**src/rtl/earom_upload_pkg.sv**
```systemverilog
// Shared types and constants for the EAROM upload path.
// Package name is earom_pkg; imported by the upload block and its bench.
package earom_pkg;

  localparam int         EAROM_DEPTH = 64;
  localparam int         EAROM_AW    = 6;
  localparam logic [7:0] FILL_BYTE   = 8'hFF;

  typedef enum logic [2:0] {
    IDLE,
    HOLD,
    ISSUE,
    LAT,
    CAPT
  } state_e;

endpackage

```
**src/rtl/earom_upload_if.sv**
```systemverilog
// HPS ioctl upload bus: master is hps_io, slave is the EAROM upload block.
interface earom_upload_if;

  logic        ioctl_upload;
  logic        ioctl_rd;
  logic [24:0] ioctl_addr;
  logic [7:0]  ioctl_din;
  logic        ioctl_wait;
  logic        upload_done;

  modport master (
    output ioctl_upload,
    output ioctl_rd,
    output ioctl_addr,
    input  ioctl_din,
    input  ioctl_wait,
    input  upload_done
  );

  modport slave (
    input  ioctl_upload,
    input  ioctl_rd,
    input  ioctl_addr,
    output ioctl_din,
    output ioctl_wait,
    output upload_done
  );

endinterface

```
**src/rtl/earom_upload.sv**
```systemverilog
// Streams the EAROM image back to the HPS one byte per ioctl_rd, yielding to CPU accesses.
// Optional checksum byte at address DEPTH when EAROM_UPLOAD_CSUM_EN is defined.
module earom_upload
  import earom_pkg::*;
#(
  parameter int ADDR_W  = EAROM_AW,
  parameter int DEPTH   = EAROM_DEPTH,
  parameter int MEM_LAT = 1
) (
  input  logic              clk_sys,
  input  logic              reset,
  earom_upload_if.slave     ioctl,
  input  logic              cpu_busy,
  output logic              mem_rd,
  output logic [ADDR_W-1:0] mem_addr,
  input  logic [7:0]        mem_q
);

  localparam logic [24:0] DEPTH_A  = 25'(DEPTH);
  localparam logic [1:0]  LAT_LOAD = 2'(MEM_LAT - 1);

  state_e            state_q, state_d;
  logic [ADDR_W-1:0] addr_q, addr_d;
  logic [7:0]        din_q, din_d;
  logic              wait_q, wait_d;
  logic [1:0]        lat_q, lat_d;
  logic              upload_q;
  logic              done_q;

  logic accept_st;
  logic req;
  logic in_range;
  logic capture;
  logic upload_rise;

`ifdef EAROM_UPLOAD_CSUM_EN
  logic [7:0]      sum_q, sum_d;
  logic [ADDR_W:0] next_q, next_d;
  logic            bad_q, bad_d;
  logic            csum_slot;
  assign csum_slot = (ioctl.ioctl_addr == DEPTH_A);
`endif

  // CAPT presents the byte with wait already low, so it takes a new request just like IDLE.
  assign accept_st   = (state_q == IDLE) || (state_q == CAPT);
  assign req         = accept_st && ioctl.ioctl_rd && ioctl.ioctl_upload;
  assign in_range    = (ioctl.ioctl_addr < DEPTH_A);
  assign capture     = (state_q == LAT) && (lat_q == 2'd0) && ioctl.ioctl_upload;
  assign upload_rise = ioctl.ioctl_upload && !upload_q;

  always_ff @(posedge clk_sys or posedge reset) begin
    if (reset) begin
      state_q <= IDLE;
    end else begin
      state_q <= state_d;
    end
  end

  always_comb begin
    state_d = state_q;
    if (!ioctl.ioctl_upload) begin
      state_d = IDLE;
    end else begin
      case (state_q)
        IDLE, CAPT: state_d = (req && in_range) ? HOLD : IDLE;
        HOLD:       state_d = cpu_busy ? HOLD : ISSUE;
        ISSUE:      state_d = LAT;
        LAT:        state_d = (lat_q == 2'd0) ? CAPT : LAT;
        default:    state_d = IDLE;
      endcase
    end
  end

  always_comb begin
    mem_rd = (state_q == ISSUE);
    addr_d = addr_q;
    din_d  = din_q;
    wait_d = wait_q;
    lat_d  = lat_q;

    if (req) begin
      if (in_range) begin
        addr_d = ioctl.ioctl_addr[ADDR_W-1:0];
        wait_d = 1'b1;
      end
`ifdef EAROM_UPLOAD_CSUM_EN
      else if (csum_slot) begin
        din_d = bad_q ? 8'h00 : (8'h00 - sum_q);
      end
`endif
      else begin
        din_d = FILL_BYTE;
      end
    end

    if (state_q == ISSUE) begin
      lat_d = LAT_LOAD;
    end else if ((state_q == LAT) && (lat_q != 2'd0)) begin
      lat_d = lat_q - 2'd1;
    end

    if (capture) begin
      din_d  = mem_q;
      wait_d = 1'b0;
    end

    if (!ioctl.ioctl_upload) begin
      wait_d = 1'b0;
    end

`ifdef EAROM_UPLOAD_CSUM_EN
    sum_d  = sum_q;
    next_d = next_q;
    bad_d  = bad_q;
    // Only a strictly ascending walk from address 0 yields a trustworthy checksum.
    if (upload_rise) begin
      sum_d  = 8'h00;
      next_d = '0;
      bad_d  = 1'b0;
    end else if (capture) begin
      if ({1'b0, addr_q} == next_q) begin
        sum_d  = sum_q + mem_q;
        next_d = next_q + {{ADDR_W{1'b0}}, 1'b1};
      end else begin
        bad_d = 1'b1;
      end
    end
`endif
  end

  always_ff @(posedge clk_sys or posedge reset) begin
    if (reset) begin
      addr_q   <= '0;
      din_q    <= 8'h00;
      wait_q   <= 1'b0;
      lat_q    <= 2'd0;
      upload_q <= 1'b0;
      done_q   <= 1'b0;
`ifdef EAROM_UPLOAD_CSUM_EN
      sum_q    <= 8'h00;
      next_q   <= '0;
      bad_q    <= 1'b0;
`endif
    end else begin
      addr_q   <= addr_d;
      din_q    <= din_d;
      wait_q   <= wait_d;
      lat_q    <= lat_d;
      upload_q <= ioctl.ioctl_upload;
      done_q   <= upload_q && !ioctl.ioctl_upload;
`ifdef EAROM_UPLOAD_CSUM_EN
      sum_q    <= sum_d;
      next_q   <= next_d;
      bad_q    <= bad_d;
`endif
    end
  end

  assign mem_addr          = addr_q;
  assign ioctl.ioctl_din   = din_q;
  assign ioctl.ioctl_wait  = wait_q;
  assign ioctl.upload_done = done_q;

endmodule

```
**src/flat_wrapper.sv**
```systemverilog
// flat-port wrapper written by rule: the top's interface ports become plain ports
module earom_upload_flat import earom_pkg::*;
#(
  parameter int ADDR_W  = EAROM_AW,
  parameter int DEPTH   = EAROM_DEPTH,
  parameter int MEM_LAT = 1
)
  (clk_sys, reset, cpu_busy, mem_rd, mem_addr, mem_q, ioctl_ioctl_upload, ioctl_ioctl_rd, ioctl_ioctl_addr, ioctl_ioctl_din, ioctl_ioctl_wait, ioctl_upload_done);
  earom_upload_if ioctl_i ();
  input  logic clk_sys;
  input  logic reset;
  input  logic cpu_busy;
  output logic mem_rd;
  output logic [ADDR_W-1:0] mem_addr;
  input  logic [7:0] mem_q;
  input wire logic [$bits(ioctl_i.ioctl_upload)-1:0] ioctl_ioctl_upload;
  input wire logic [$bits(ioctl_i.ioctl_rd)-1:0] ioctl_ioctl_rd;
  input wire logic [$bits(ioctl_i.ioctl_addr)-1:0] ioctl_ioctl_addr;
  output wire logic [$bits(ioctl_i.ioctl_din)-1:0] ioctl_ioctl_din;
  output wire logic [$bits(ioctl_i.ioctl_wait)-1:0] ioctl_ioctl_wait;
  output wire logic [$bits(ioctl_i.upload_done)-1:0] ioctl_upload_done;
  assign ioctl_i.ioctl_upload = ioctl_ioctl_upload;
  assign ioctl_i.ioctl_rd = ioctl_ioctl_rd;
  assign ioctl_i.ioctl_addr = ioctl_ioctl_addr;
  assign ioctl_ioctl_din = ioctl_i.ioctl_din;
  assign ioctl_ioctl_wait = ioctl_i.ioctl_wait;
  assign ioctl_upload_done = ioctl_i.upload_done;
  earom_upload #(.ADDR_W(ADDR_W), .DEPTH(DEPTH), .MEM_LAT(MEM_LAT)) u_core (.clk_sys(clk_sys), .reset(reset), .ioctl(ioctl_i), .cpu_busy(cpu_busy), .mem_rd(mem_rd), .mem_addr(mem_addr), .mem_q(mem_q));
endmodule
```
**config.mk**
```make
export PLATFORM = sky130hd
export DESIGN_NAME = earom_upload_flat
export DESIGN_NICKNAME = d
export VERILOG_FILES = /design/src/rtl/earom_upload_pkg.sv /design/src/rtl/earom_upload_if.sv /design/src/rtl/earom_upload.sv /design/src/flat_wrapper.sv
export SDC_FILE = /design/constraint.sdc
export NUM_CORES = 1
export LEC_CHECK = 0
export CORE_ASPECT_RATIO = 0.75
export CORE_MARGIN = 3
export CORE_UTILIZATION = 41
export DETAILED_ROUTE_END_ITERATION = 10
export PLACE_DENSITY = 0.82
export SKIP_LAST_GASP = 1
export SYNTH_ARGS = -nofsm -noshare
export SYNTH_HDL_FRONTEND = slang
export SYNTH_SLANG_ARGS = --single-unit
```
**constraint.sdc**
```tcl
create_clock -name clk_sys -period 2.8 [get_ports clk_sys]
set_input_delay 0.56 -clock clk_sys [delete_from_list [all_inputs] [get_ports clk_sys]]
set_output_delay 0.56 -clock clk_sys [all_outputs]
set_load 0.005 [all_outputs]
```
### Word level (Yosys, flattened, before mapping)

Index checks and enable logic that the tools add are counted.
W data, S select, Z words.

| cells by class | value |
|---|---|
| add/subtract/negate cells | 1 |
| multiply operators | 0 |
| div/mod/pow operators | 0 |
| magnitude comparators | 1 |
| equality and inequality tests | 7 |
| shift-type cells | 0 |
| multiplexer cells | 14 |
| bitwise logic cells | 0 |
| reductions and logical operators | 18 |

Operator list:

| cell | number |
|---|---|
| $lt A25 B7 Y1 const B | 1 |
| $mux W8 | 3 |
| $pmux W3 S4 | 1 |
| $logic_and A1 B1 Y1 | 7 |
| $eq A3 B2 Y1 const B | 2 |
| $mux W2 | 3 |
| $mux W3 | 2 |
| $ne A3 B1 Y1 const B | 2 |
| $reduce_and A2 Y1 | 3 |
| $reduce_bool A2 Y1 | 3 |
| $mux W1 | 5 |
| $eq A3 B1 Y1 const B | 1 |
| $eq A3 B3 Y1 const B | 1 |
| $logic_not A3 Y1 | 1 |
| $logic_not A2 Y1 | 1 |
| $ne A2 B2 Y1 const B | 1 |
| $reduce_or A2 Y1 | 1 |
| $sub A2 B1 Y2 const B | 1 |
| $logic_not A1 Y1 | 1 |
| $logic_or A1 B1 Y1 | 1 |

| storage, ports and cells | value |
|---|---|
| flip-flop bits (word level) | 22 |
| latch bits | 0 |
| RAM bits | 0 |
| memory bits (read-only) | 0 |
| output and inout port bits | 17 |
| word-level logic and storage cells | 48 |
| memories kept | 0 |

### Logic depth before layout (Yosys ltp)

| logic depth | value |
|---|---|
| depth after elaboration | 8 |
| depth in mapped cells | 6 |

### Worst setup path before layout

OpenSTA, ideal clock, no wires.

| path | value |
|---|---|
| path kind | input to register |
| start | input ioctl_ioctl_addr[24] |
| end | register u_core.addr_q[0], in the netlist u_core.mem_addr[0] |
| library setup time | 0.125 ns |
| data arrival time | 1.653 ns |
| path slack | 1.022 ns |
| cell stages on the path | 4 |
| cells stage by stage | nor4_1 > nand3_1 > nor3_4 > mux2_4 |

| between the ends | value |
|---|---|
| longest elaborated chain between the ends | 2 |

RTL lines:

| element | RTL line | RTL |
|---|---|---|
| start: declaration | flat_wrapper.sv:18 | `input wire logic [$bits(ioctl_i.ioctl_addr)-1:0] ioctl_ioctl_addr;` |
| $lt A25 B7 Y1 | earom_upload.sv:47 | `assign in_range = (ioctl.ioctl_addr < DEPTH_A);` |
| $reduce_and A2 Y1 (no line) | - |  |
| end signal: assignment | earom_upload.sv:145 | `addr_q <= addr_d;` |
| end: declaration | earom_upload.sv:23 | `logic [ADDR_W-1:0] addr_q, addr_d;` |

Every way passes these cells.
A chain may end at the register's enable or synchronous reset.

### Final worst setup path

| path | value |
|---|---|
| start | register u_core.state_q[2] |
| end | output mem_rd |

| between the ends | value |
|---|---|
| longest elaborated chain between the ends | 1 |

RTL lines:

| element | RTL line | RTL |
|---|---|---|
| start: declaration | earom_upload.sv:22 | `state_e state_q, state_d;` |
| start signal: assignment | earom_upload.sv:55 | `state_q <= state_d;` |
| $eq A3 B2 Y1 | earom_upload.sv:75 | `mem_rd = (state_q == ISSUE);` |
| end: declaration | flat_wrapper.sv:13 | `output logic mem_rd;` |

Every way passes these cells.

==> flow_summary.toml <==
[layout]
layout-drive-gt1-share = 0.114
syn_to_final_growth_pct = 61.5
diodes = 0
finish.utilization = 0.753
multi_input_area_um2 = 439
fillers = 161
postLayoutCellArea_um2 = 1620
ff_latch_area_um2 = 551
layout.cells.non_filler = 181
nets = 190

[clock_network]
max-clock-path-buffers = 2
clkTransAtPathRegs_ns = 0.11
cts_made_buffers = 3
cts_tree = "built"
cts_root_buf = "clkbuf_4"
cts.sink_count = 22
clock_latency_ns = 0.30
h-tree-depth = 1
cts_setup_buffers = 0
hold_buffers = 0
cts_resized = 0

[synthesis]
syn_area_um2 = 1000
syn_nets = 129
async_flop_share = 1.00
synth_cell_types = 24
ys_seq_area_frac = 0.548
synthMuxAreaShare = 0.0897
synth_edf_count = 0
yosys-top-cells-area = "dfrtp_1 (55%), mux2_4 (9.0%), nand2_1 (8.2%)"
synth_fa_ha_area_frac = 0.0125
yosys_register_bits = 22
synthCells = 90
synth_xor_area_frac = 0
synth-compound-area-share = 0.0461
synth-main-ff-cell = "dfrtp_1"
synth_warnings = 0
synth_top_family_by_area = "simple AND/OR/NAND/NOR gates"
synthSimpleGateAreaFrac = 0.289
synth_area_leader_cell = "dfrtp_1"
synth_top_area_share = 0.548
synth_common_cells = "dfrtp_1 (22), nand2_1 (22), nand3_1 (10)"
syn_area_per_cell_um2 = 11.2

[floorplan]
chipHeight_um = 48.9
coreArea_um2 = 2150
dieArea_um2 = 3090
row_count = 14
start_util = 0.466
die_w_um = 63.2
io_pins = 55

[sta]
fin_crit_ns = 2.12
timing.fmax_mhz = 471
setup_viol = 0
worst_slew_pin_slew_ns = 0.825
clock_skew_ns = 0.00681
post-route-period-util = 0.759
fin_setup_tns_ns = 0
worst_hold_slack_ns = 0.500
rsz0062_at_grt = "false"
hold_viol = 0
final_max_slew_viol_count = 0
relSlewSlack = 0.449

[worst_setup_path]
path_class = "reg -> out"
reg2reg_depth = 4
r2r_start = "u_core.state_q[1]"
crit_chain = "nand2b_1 -> nor2_1 -> clkdlybuf4s50_1"
rrSetupSlack_ns = 1.09
cp_top_family = "buffers and inverters"
cpMaxStageDelayCell = "clkdlybuf4s50_1"
cp.required_ns = 2.24
worstReg2RegEnd = "u_core.mem_addr[2]"
critPathArrivalTime_ns = 1.56
cp_num_buf_inv = 1
cp-end-kind = "primary output"
slowest_delay_ns = 0.52
worstPathMaxFanout = 4
cp-start-kind = "flip-flop"

[run_status]
outcome = "completed"

[pwr]
p_leak_uw = 0.000676
pwr-share-comb = 0.140
p_int_uw = 420
p_seq_frac = 0.604
vdd_drop_max_mv = 0.317
power_density_nw_per_um2 = 326
sw_frac_of_total = 0.205
clock_power_share = 0.256
power.switching_uw = 108

[route]
drt_first_pass_iters = 6
num_vias = 882
wl_per_cell_um = 14.3
drc = 0
post_drt_via_cell_ratio = 4.87
ant_nets = 0
drt-total-wl_um = 2580
drt_iter0_markers = 23

[worst_hold_path]
worstHoldStart = "u_core.upload_q"
hold_depth = 1
min_to = "u_core.ioctl.upload_done"
hp-class = "reg -> reg"

[flow_run]
max-cap-violations = 0

[place]
placed_area_um2 = 1600
dp_hpwl_um = 2080
gp_congestion = 0.743
dp.cells = 178
io_buffer_count = 54

[grt]
grt_max_degree = 23
antenna_found_initial = 0
grt_pass1_wl_um = 4350
grt_overflow = 0
first_global_vias = 906
grt_usage = 0.182
==> power by group through the flow <==
stage,Clock (uW),Sequential (uW),Combinational (uW)
finish,135,319,74.3
global route,162,320,79.7
CTS,143,319,75.3
detailed placement,0,325,75.0
global placement,0,325,73.0
floorplan,0,326,12.2
==> worst max-delay path by stage <==
stage	start	endpoint	slack (ns)	depth (start not counted)
finish	u_core.state_q[2]	mem_rd	0.68	3
global route	u_core.state_q[1]	mem_rd	0.56	3
CTS	u_core.state_q[2]	mem_rd	0.67	3
detailed placement	ioctl_ioctl_addr[11]	u_core.mem_addr[3]	0.41	5
global placement	ioctl_ioctl_addr[11]	u_core.mem_addr[2]	0.48	5
floorplan	ioctl_ioctl_addr[24]	u_core.mem_addr[0]	1.02	4
==> cell type report <==
class	instances	share of cell area
Sequential cell	22	0.339
Clock buffer	3	0.0139
Multi-Input combinational cell	64	0.271
Inverter	4	0.00925
Timing Repair Buffer	56	0.342
Tap cell	32	0.0247
==> kinds of logic (layout without fill, tap and decap cells) <==
family,count (synthesis),count (layout)
and+or+nand+nor,50,50
DFF,22,22
AOI/OAI and AO/OA,7,7
muxes,6,6
buffers and inverters,4,63
adders and majority gates,1,1
==> cells in the final DEF (no fill, tap or decap), types with 3 or more instances in the layout <==
| cell type | instances |
|---|---|
| clkbuf_4 | 3 |
| nand2_1 | 22 |
| nand3_1 | 10 |
| inv_1 | 3 |
| mux2_4 | 6 |
| dfrtp_1 | 22 |
| clkdlybuf4s50_1 | 54 |
==> layer usage <==
| layer | share of wire | GRT usage | routed length, um |
|---|---|---|---|
| met3 | 0.080 | 0.0714 | 206 |
| met5 | 0 | 0 | 0 |
| met2 | 0.50 | 0.315 | 1300 |
| met1 | 0.41 | 0.215 | 1070 |
| met4 | 0 | 0.0366 | 0 |
==> stage by stage <==
step	worst slack (ns)	total power [uW]
3_5_place_dp	0.408	400
2_1_floorplan	1.02	338
6_report	0.675	529
3_3_place_gp	0.478	398
5_1_grt	0.564	562
4_1_cts	0.668	537
==> state kept, by name (all words and copies together) (netlist names) <==
name                      cells
u_core.lat_q                  2
u_core.ioctl.ioctl_din        8
u_core.ioctl.ioctl_wait       1
u_core.state_q                3
u_core.ioctl.upload_done      1
u_core.upload_q               1
u_core.mem_addr               6
==> worst register-to-register path, cell delays in order (launching register included) <==
cell	delay (ns)
dfrtp_1	0.46
nor3b_2	0.23
nand2_1	0.12
nor3_4	0.45
mux2_4	0.34
(Power assumes the default switching activity.)
